==> src/rtl/score_topk_sorter_pkg.sv <==
// Shared definitions for the top-K score sorter: float16 field layout,
// default list geometry and the controller state encoding.
package score_topk_sorter_pkg;

    localparam int FP16_W   = 16;
    localparam int SIGN_BIT = 15;
    localparam int EXP_MSB  = 14;
    localparam int EXP_LSB  = 10;
    localparam int MAN_MSB  = 9;
    localparam int MAN_LSB  = 0;

    localparam int DEF_K    = 16;
    localparam int DEF_ID_W = 10;

    typedef enum logic {
        ST_LOAD  = 1'b0,
        ST_DRAIN = 1'b1
    } state_e;

endpackage

==> src/rtl/score_topk_sorter_fp16_gt.sv <==
// fp16_gt: combinational strict a > b on float16 bit patterns.
// Order is sign first, then exponent, then mantissa. A positive value beats
// any negative one (so +0 > -0); among negatives the larger magnitude is the
// smaller value. NaN/Inf get no special treatment.
module fp16_gt
    import score_topk_sorter_pkg::*;
(
    input  logic [FP16_W-1:0] a_i,
    input  logic [FP16_W-1:0] b_i,
    output logic              gt_o
);

    logic                   sign_a, sign_b;
    logic [EXP_MSB-EXP_LSB:0] exp_a, exp_b;
    logic [MAN_MSB-MAN_LSB:0] man_a, man_b;
    logic                   mag_gt, mag_lt;

    // Field split and magnitude compare: exponent decides, mantissa breaks ties.
    always_comb begin
        sign_a = a_i[SIGN_BIT];
        sign_b = b_i[SIGN_BIT];
        exp_a  = a_i[EXP_MSB:EXP_LSB];
        exp_b  = b_i[EXP_MSB:EXP_LSB];
        man_a  = a_i[MAN_MSB:MAN_LSB];
        man_b  = b_i[MAN_MSB:MAN_LSB];
        mag_gt = (exp_a > exp_b) || ((exp_a == exp_b) && (man_a > man_b));
        mag_lt = (exp_a < exp_b) || ((exp_a == exp_b) && (man_a < man_b));
        if (sign_a != sign_b) begin
            gt_o = sign_b;
        end else if (!sign_a) begin
            gt_o = mag_gt;
        end else begin
            gt_o = mag_lt;
        end
    end

endmodule

==> src/rtl/score_topk_sorter.sv <==
// score_topk_sorter: streaming top-K collector. Candidates are inserted into
// a descending-sorted slot array (stable on ties); after the in_last beat the
// list drains highest score first.
// Optional feature macro: SCORE_THRESH_EN adds the thresh port and drops
// candidates scoring below it.
module score_topk_sorter
    import score_topk_sorter_pkg::*;
#(
    parameter int K    = DEF_K,
    parameter int ID_W = DEF_ID_W
) (
    input  logic              clk,
    input  logic              rst_n,
    input  logic              in_valid,
    output logic              in_ready,
    input  logic [FP16_W-1:0] in_score,
    input  logic [ID_W-1:0]   in_id,
    input  logic              in_last,
`ifdef SCORE_THRESH_EN
    input  logic [FP16_W-1:0] thresh,
`endif
    output logic              out_valid,
    input  logic              out_ready,
    output logic [FP16_W-1:0] out_score,
    output logic [ID_W-1:0]   out_id,
    output logic              out_last,
    output logic              done
);

    localparam int CNT_W = $clog2(K + 1);

    state_e            state_q, state_d;
    logic [CNT_W-1:0]  count_q, count_d;
    logic [FP16_W-1:0] score_q [K];
    logic [FP16_W-1:0] score_d [K];
    logic [ID_W-1:0]   id_q    [K];
    logic [ID_W-1:0]   id_d    [K];
    logic              done_q, done_d;
    logic [K-1:0]      gt_raw;
    logic [K-1:0]      gt;
    logic              keep;
    int                pos;

    // One comparator per slot; only occupied slots may claim the insert point.
    for (genvar g = 0; g < K; g++) begin : g_cmp
        fp16_gt u_gt (
            .a_i  (in_score),
            .b_i  (score_q[g]),
            .gt_o (gt_raw[g])
        );
        assign gt[g] = gt_raw[g] && (CNT_W'(g) < count_q);
    end

`ifdef SCORE_THRESH_EN
    logic below_thresh;

    fp16_gt u_thresh_gt (
        .a_i  (thresh),
        .b_i  (in_score),
        .gt_o (below_thresh)
    );
    assign keep = !below_thresh;
`else
    assign keep = 1'b1;
`endif

    assign in_ready  = (state_q == ST_LOAD);
    assign out_valid = (state_q == ST_DRAIN) && (count_q != '0);
    assign out_last  = (state_q == ST_DRAIN) && (count_q == CNT_W'(1));
    assign out_score = score_q[0];
    assign out_id    = id_q[0];
    assign done      = done_q;

    // Next-state: sorted insertion in LOAD, shift-up drain in DRAIN.
    always_comb begin
        // NOTE: every variable gets a default first so no path leaves one unassigned (no latches).
        state_d = state_q;
        count_d = count_q;
        score_d = score_q;
        id_d    = id_q;
        done_d  = 1'b0;
        // First slot strictly below the new score; ties fall through so the sort stays stable.
        // NOTE: blocking assignments here -- later statements read the values just computed.
        pos = int'(count_q);
        for (int i = K - 1; i >= 0; i--) begin
            if (gt[i]) pos = i;
        end

        case (state_q)
            ST_LOAD: begin
                if (in_valid) begin
                    if (keep && (pos < K)) begin
                        for (int i = 0; i < K; i++) begin
                            if (i == pos) begin
                                score_d[i] = in_score;
                                id_d[i]    = in_id;
                            end else if (i > pos) begin
                                score_d[i] = score_q[i-1];
                                id_d[i]    = id_q[i-1];
                            end
                        end
                        if (count_q != CNT_W'(K)) count_d = count_q + 1'b1;
                    end
                    if (in_last) begin
                        if (count_d == '0) done_d  = 1'b1;
                        else               state_d = ST_DRAIN;
                    end
                end
            end
            ST_DRAIN: begin
                if (out_valid && out_ready) begin
                    for (int i = 0; i < K - 1; i++) begin
                        score_d[i] = score_q[i+1];
                        id_d[i]    = id_q[i+1];
                    end
                    score_d[K-1] = '0;
                    id_d[K-1]    = '0;
                    count_d      = count_q - 1'b1;
                    if (count_q == CNT_W'(1)) begin
                        state_d = ST_LOAD;
                        count_d = '0;
                        done_d  = 1'b1;
                    end
                end
            end
            default: state_d = ST_LOAD;
        endcase
    end

    // State, count, slot array and done pulse registers.
    always_ff @(posedge clk or negedge rst_n) begin
        if (!rst_n) begin
            state_q <= ST_LOAD;
            count_q <= '0;
            done_q  <= 1'b0;
            // NOTE: the slot array is reset explicitly because slot 0 drives out_score/out_id.
            for (int i = 0; i < K; i++) begin
                score_q[i] <= '0;
                id_q[i]    <= '0;
            end
        end else begin
            // NOTE: non-blocking assignments so all registers update together on the edge.
            state_q <= state_d;
            count_q <= count_d;
            done_q  <= done_d;
            score_q <= score_d;
            id_q    <= id_d;
        end
    end

endmodule
==> config.mk <==
export PLATFORM = sky130hd
export DESIGN_NAME = score_topk_sorter
export DESIGN_NICKNAME = d
export VERILOG_FILES = /design/src/rtl/score_topk_sorter_pkg.sv /design/src/rtl/score_topk_sorter_fp16_gt.sv /design/src/rtl/score_topk_sorter.sv
export SDC_FILE = /design/constraint.sdc
export NUM_CORES = 2
export LEC_CHECK = 0
export CAP_MARGIN = 20
export CORE_MARGIN = 2
export CORE_UTILIZATION = 29
export CTS_CLUSTER_DIAMETER = 50
export DETAILED_ROUTE_END_ITERATION = 16
export SETUP_SLACK_MARGIN = 0.02
export SLEW_MARGIN = 20
export SYNTH_ARGS = -nofsm -noshare
export SYNTH_HDL_FRONTEND = slang
export SYNTH_SLANG_ARGS = --single-unit
export TNS_END_PERCENT = 20
==> constraint.sdc <==
create_clock -name clk -period 8.4 [get_ports clk]
set_input_delay 1.68 -clock clk [delete_from_list [all_inputs] [get_ports clk]]
set_output_delay 1.68 -clock clk [all_outputs]
set_load 0.01 [all_outputs]
After elaboration in Yosys (flattened, before gate mapping) --
Index checks and enable logic that the tools add are counted.
Cells by class: add/subtract/negate cells 2, $lt $le $gt $ge 97, equality and inequality tests 68, mux-type cells 138, bitwise gates (word level) 1, reductions and logical operators 103
Operators by type and width (count):
- 256-bit two-way mux | 3
- 256-bit case mux with 2 select lines | 1
- 16-bit two-way mux | 31
- 160-bit two-way mux | 3
- 32-bit two-way mux | 11
- 160-bit case mux with 2 select lines | 1
- 10-bit two-way mux | 31
- 5-bit by 32-bit equality test with 1-bit output, first input constant | 8
- 5-bit by 32-bit > comparator with 1-bit output, first input constant | 8
- 10-bit > comparator | 16
- 10-bit < comparator | 16
- 4-bit by 32-bit equality test with 1-bit output, first input constant | 4
- 4-bit by 32-bit > comparator with 1-bit output, first input constant | 4
- 5-bit equality test | 16
- 5-bit > comparator | 16
- 5-bit < comparator | 16
- 3-bit by 32-bit equality test with 1-bit output, first input constant | 2
- 3-bit by 32-bit > comparator with 1-bit output, first input constant | 2
- 4-bit AND reduction | 16
- 5-bit two-way mux | 12
- 1-bit logical AND | 51
- 3-bit by 1-bit != test with 1-bit output, second input constant | 16
- 1-bit two-way mux | 42
- 4-bit by 5-bit < comparator with 1-bit output, first input constant | 8
- 22 further kinds | 75
Storage, ports and cells: flip-flop bits (word level) 423, input bits 31, output and inout port bits 30, word-level logic and storage cells 444

Longest topological paths before layout --
depth in word-level cells 31, mapped depth 17, mapped depth without buffers 13

Modules after synthesis --
A second synthesis with hierarchy kept.
Unflattened totals: cells, all modules 3366, area total of the unflattened synthesis 30339.1 um^2
By module, submodules not included:
- score_topk_sorter | times used 1, cells each 2438, area each 23732.8 um^2, seq. area each 10585.2 um^2
- fp16_gt | times used 16, cells each 58, area each 412.9 um^2, seq. area each 0.0 um^2

Worst setup path after synthesis --
OpenSTA, ideal clock, no wires.
kind input-to-reg, start in in_score[10], end reg id_q[56] in the netlist's numbering, setup time 125 ps, data arrival time 5229 ps, required time 8275 ps, path slack 3047 ps, stages 14, buffers on the path 2, cell sequence inv_1 -> ha_1 -> nand2_1 -> or3_1 -> a2111o_1 -> a21bo_2 -> a211oi_2 -> o221ai_1 -> o22ai_1 -> buf_2 -> nand2_2 -> a31oi_4 -> buf_6 -> mux2_2
On the way: cells in the longest elaborated chain, start to end 27, elaborated cells on any way between the ends 186, classes of those cells 34 x order compare; 19 x eq/ne; 52 x mux; 81 x reduce/logical
RTL lines:
- start, declared | line score_topk_sorter.sv:16 | input logic [FP16_W-1:0] in_score,
- parallel branches: the longest is 21 deep, another holds 5-bit > comparator
- 32-bit two-way mux * | line score_topk_sorter.sv:86 | if (gt[i]) pos = i;
- parallel branches: the longest is 5 deep, another holds 5-bit by 32-bit > comparator with 1-bit output
- end signal, assigned | line score_topk_sorter.sv:147 | id_q <= id_d;
- end, declared | line score_topk_sorter.sv:36 | logic [ID_W-1:0] id_q [K];
Mark *: on every way between the ends. The select of a mux whose other input is x is not followed. A chain may end at the register's enable or synchronous reset.

Final worst setup path --
start in in_score[8], end reg score_q[103] in the netlist's numbering
On the way: cells in the longest elaborated chain, start to end 27, elaborated cells on any way between the ends 170, classes of those cells 34 x order compare; 3 x eq/ne; 52 x mux; 81 x reduce/logical
RTL lines:
- 10-bit > comparator / 10-bit < comparator (equally long branches) | line score_topk_sorter_fp16_gt.sv:26, score_topk_sorter_fp16_gt.sv:27
- 1-bit logical AND, on equally long branches | line score_topk_sorter_fp16_gt.sv:26, score_topk_sorter_fp16_gt.sv:27
- 1-bit logical OR, on equally long branches | line score_topk_sorter_fp16_gt.sv:26, score_topk_sorter_fp16_gt.sv:27
- 1-bit two-way mux | line score_topk_sorter_fp16_gt.sv:30 | end else if (!sign_a) begin
- 1-bit two-way mux | line score_topk_sorter_fp16_gt.sv:28 | if (sign_a != sign_b) begin
- 1-bit logical AND | line score_topk_sorter.sv:51 | assign gt[g] = gt_raw[g] && (CNT_W'(g) < count_q);
- 5-bit two-way mux (5 in a row) | line score_topk_sorter.sv:86
- 32-bit two-way mux (10 in a row) | line score_topk_sorter.sv:86
- 32-bit two-way mux * | line score_topk_sorter.sv:86
- parallel branches: the longest is 5 deep, another holds 5-bit by 32-bit > comparator with 1-bit output
- end signal, assigned | line score_topk_sorter.sv:146 | score_q <= score_d;
- end, declared | line score_topk_sorter.sv:34 | logic [FP16_W-1:0] score_q [K];
Marked as above.

==> results.md <==
* Crit path max-delay family: compound AO/OA/AOI/OAI gates
* CTS max path bufs at 3
* Hold_buf cts at 0
* Internal at 7.64 mW
* Net switching power at 6.36 mW
* Post-route ant nets at 0
* Post-CTS setup buffer count at 0
* Final worst-path setup slack at 1.52 ns
* Worst R2R Start: state_q$_DFF_PN0_
* Initial core utilization at 0.294
* Switching part of the total power at 0.454
* FFs w/ async S/R, synth at 1.00
* Final Skew at 0.0248 ns
* Worst Path Buf+Inv at 3
* EDFF count, synth at 0
* Final min period at 6.88 ns
* Synthesized cell area at 30000 µm²
* Global Route met3 Usage at 0.0209
* Top-Level Pins at 61
* Critical path startpoint category: input port
* CP dominant cell by count: buf_4
* Routed vias/inst at 5.50
* First-pass GRT wire length at 152 mm
* Routed WL at 94.1 mm
* CP cell instances: clkdlybuf4s50_1 > buf_4 > ha_1 > nand4_1 > a211oi_1 > a2111oi_1 > o221a_2 > o21ai_2 > or4b_4 > o311ai_2 > buf_4 > and2_1 > o21a_1 > nand2_2 > o211ai_1
* Peak supply drop at 0.416 mV
* NumNets Final at 3607
* Largest net degree at the start of global routing at 129
* Setup TNS at 0 ns
* Initial drt markers at 1857
* Hold Crit Class: register to register
* Met2 Use GR at 0.288
* Static Leak at 15.5 nW
* Synth area leader: dfrtp_1
* Crit path DAT at 7.38 ns
* Die H at 326 µm
* Post-synth cell types at 88
* Fillers at 10700
* R2R Path End: score_q[68]$_DFFE_PN0P_
* Top cells by count, synth: dfrtp_1 (423), mux2i_1 (373), o21ai_0 (266)
* Worst Hold Launch: id_q[4]$_DFFE_PN0P_
* Worst path max stage delay at 0.93 ns
* Final setup violation count at 0
* Synth warn at 0
* Tcrit/Tclk final at 0.819
* Slew headroom at 0.291
* Proportion of power drawn by the clock network at 0.215
* Fmax at 145 MHz
* Worst hold endpoint: id_q[4]$_DFFE_PN0P_
* Depth of the worst hold-timing path at 2
* PD cells at 408 nW/µm²
* PostCTS Resize Cnt at 0
* Number of global-route vias before repair at 27000
* Pre-antenna DRT Iters at 7
* Max-cap viol count at 0
* Initial antenna violation count at 0
* Final core utilization at 0.336
* Horiz. Die Dim at 326 µm
* CTS H-tree lvls at 3
* Clock root buffer: clkbuf_16
* Worst Path Required at 8.90 ns
* Most frequent cell after synthesis: dfrtp_1
* Area Growth Syn to Fin at 14.4%
* Post-DP HPWL at 66.4 mm
* Comb pwr share at 0.511
* Synth Flop Type: dfrtp_1
* Met1 global-route usage at 0.233
* Sequential power share at 0.274
* Port Buffers at 60
* Post-synthesis register bit count at 423
* Most used routing layer: met2
* Critical-path top delay cell: clkdlybuf4s50_1
* Worst slew pin tran at 1.06 ns
* R2R depth at 8
* Rows at 117
* Critical Path End Type: register
* TritonCTS Buffers at 66
* Avg Inst Size Synth at 8.94 µm²
* Final Max Tran Viols at 0
* Clock insertion delay at the later pin of the skew report at 0.61 ns
* Register-to-register setup slack at 3.17 ns
* Vias at 26100
* Top-area cell type share of the netlist area at 0.353
* Overflow after GRT at 0
* Critical path class: input port to register
* Post-synthesis cell count at 3357
* Outcome: finished clean
* Placed insts at 4631
* CTS Sinks at 423
* RSZ-0062 raised after global routing: false
* Post-synthesis sequential area ratio at 0.353
* Place WS at 1.02 ns
* Dominant cells by area after synthesis: dfrtp_1 (35%), mux2i_1 (12%), ha_1 (10%)
* Fin area at 34300 µm²
* Hold Violations, Final at 0
* Placer Congestion at 0.973
* Antenna Cells at 0
* Crit-path max FO at 26
* CORE AREA at 102000 µm²
* Syn_nets at 3632
* Global-route usage over all layers at 0.174
* Avg WL per Cell at 19.8 µm
* Non-filler cells, final at 4751
* DIE AREA at 106000 µm²
* Placed Area at 31900 µm²
* Share of layout cells above drive strength 1 at 0.0866
* DRC viols at 0
* Worst-path clk slew at 0.05 ns
* CTS tree: done
power by group through the flow:
stage	sequential (mW)	combinational [mW]	clock, mW
after CTS	3.85	7.11	3.06
after global placement	3.87	6.91	0
after global routing	3.97	7.94	3.15
after detailed placement	3.87	7.07	0
final	3.84	7.15	3.01
after floorplan	3.52	5.27	0
cells by family (layout without fill, tap and decap cells):
| group | count (synthesis) | in the layout | share of synthesized area |
|---|---|---|---|
| mux | 400 | 400 | 0.135 |
| fa+ha+maj | 244 | 244 | 0.102 |
| buf+inv | 501 | 527 | 0.0715 |
| compound gates | 957 | 957 | 0.203 |
| simple gates | 832 | 832 | 0.136 |
| flops | 423 | 423 | 0.353 |
area by class of cell:
type	count	area, µm²	area share
Timing Repair Buffer	151	1280	0.0373
Clock inverter	37	577	0.0168
Tap cell	1368	1710	0.0499
Inverter	257	965	0.0281
Multi-Input combinational cell	2433	17400	0.507
Sequential cell	423	10600	0.309
Clock buffer	82	1810	0.0528
sequential cells by signal, indices dropped and copies added (netlist names):
| signal | cells |
|---|---|
| out_score | 16 |
| id_q | 150 |
| state_q | 1 |
| done | 1 |
| score_q | 240 |
| out_id | 10 |
| count_q | 5 |
placed cells by master, fill, tap and decap left out, drive strengths merged, types with 16 or more instances in the layout:
cell type	instances
dfrtp	423
mux2i	373
o21ai	307
inv	262
nand2	251
ha	244
a21oi	208
nand3	153
nor2	147
buf	102
o211ai	92
clkbuf	82
nor3	64
a22oi	52
a211oi	51
clkdlybuf4s50	49
o221ai	45
nand4	41
a31oi	39
or3	37
and3	37
nand2b	33
o22ai	28
mux2	27
o21a	17
a221oi	17
nor2b	16
layer usage:
metal  wire length, µm  up-vias
li1                  -    12300
met1             42800    13000
met2             44100      658
met3              4270      177
met4              2960        0
met5                 0        -
tightest hold or removal path: cells and delay by family (launching register included):
kind / cells / cell delay, ns
DFF: 1 / 0.34
and+or+nand+nor: 1 / 0.04
AOI/OAI and AO/OA: 1 / 0.06
worst max path at each step:
stage                 start                       end  slack, ns  depth (start not counted)
2_1_floorplan  in_score[10]      id_q[56]$_DFFE_PN0P_       3.05                         14
3_3_place_gp    in_score[8]      id_q[29]$_DFFE_PN0P_       0.93                         14
3_5_place_dp    in_score[8]      id_q[64]$_DFFE_PN0P_       1.02                         15
4_1_cts         in_score[8]  score_q[103]$_DFFE_PN0P_       1.62                         15
5_1_grt         in_score[8]      id_q[65]$_DFFE_PN0P_       1.26                         15
6_report        in_score[8]  score_q[103]$_DFFE_PN0P_       1.52                         15
through the flow:
step                      hold WS (ns)  total power, mW
after floorplan                  0.451             8.79
after global placement           0.465             10.8
after detailed placement         0.476             10.9
after CTS                        0.488             14.0
after global routing             0.511             15.1
final                            0.478             14.0
No activity file was read; power rests on OpenSTA's default activity.
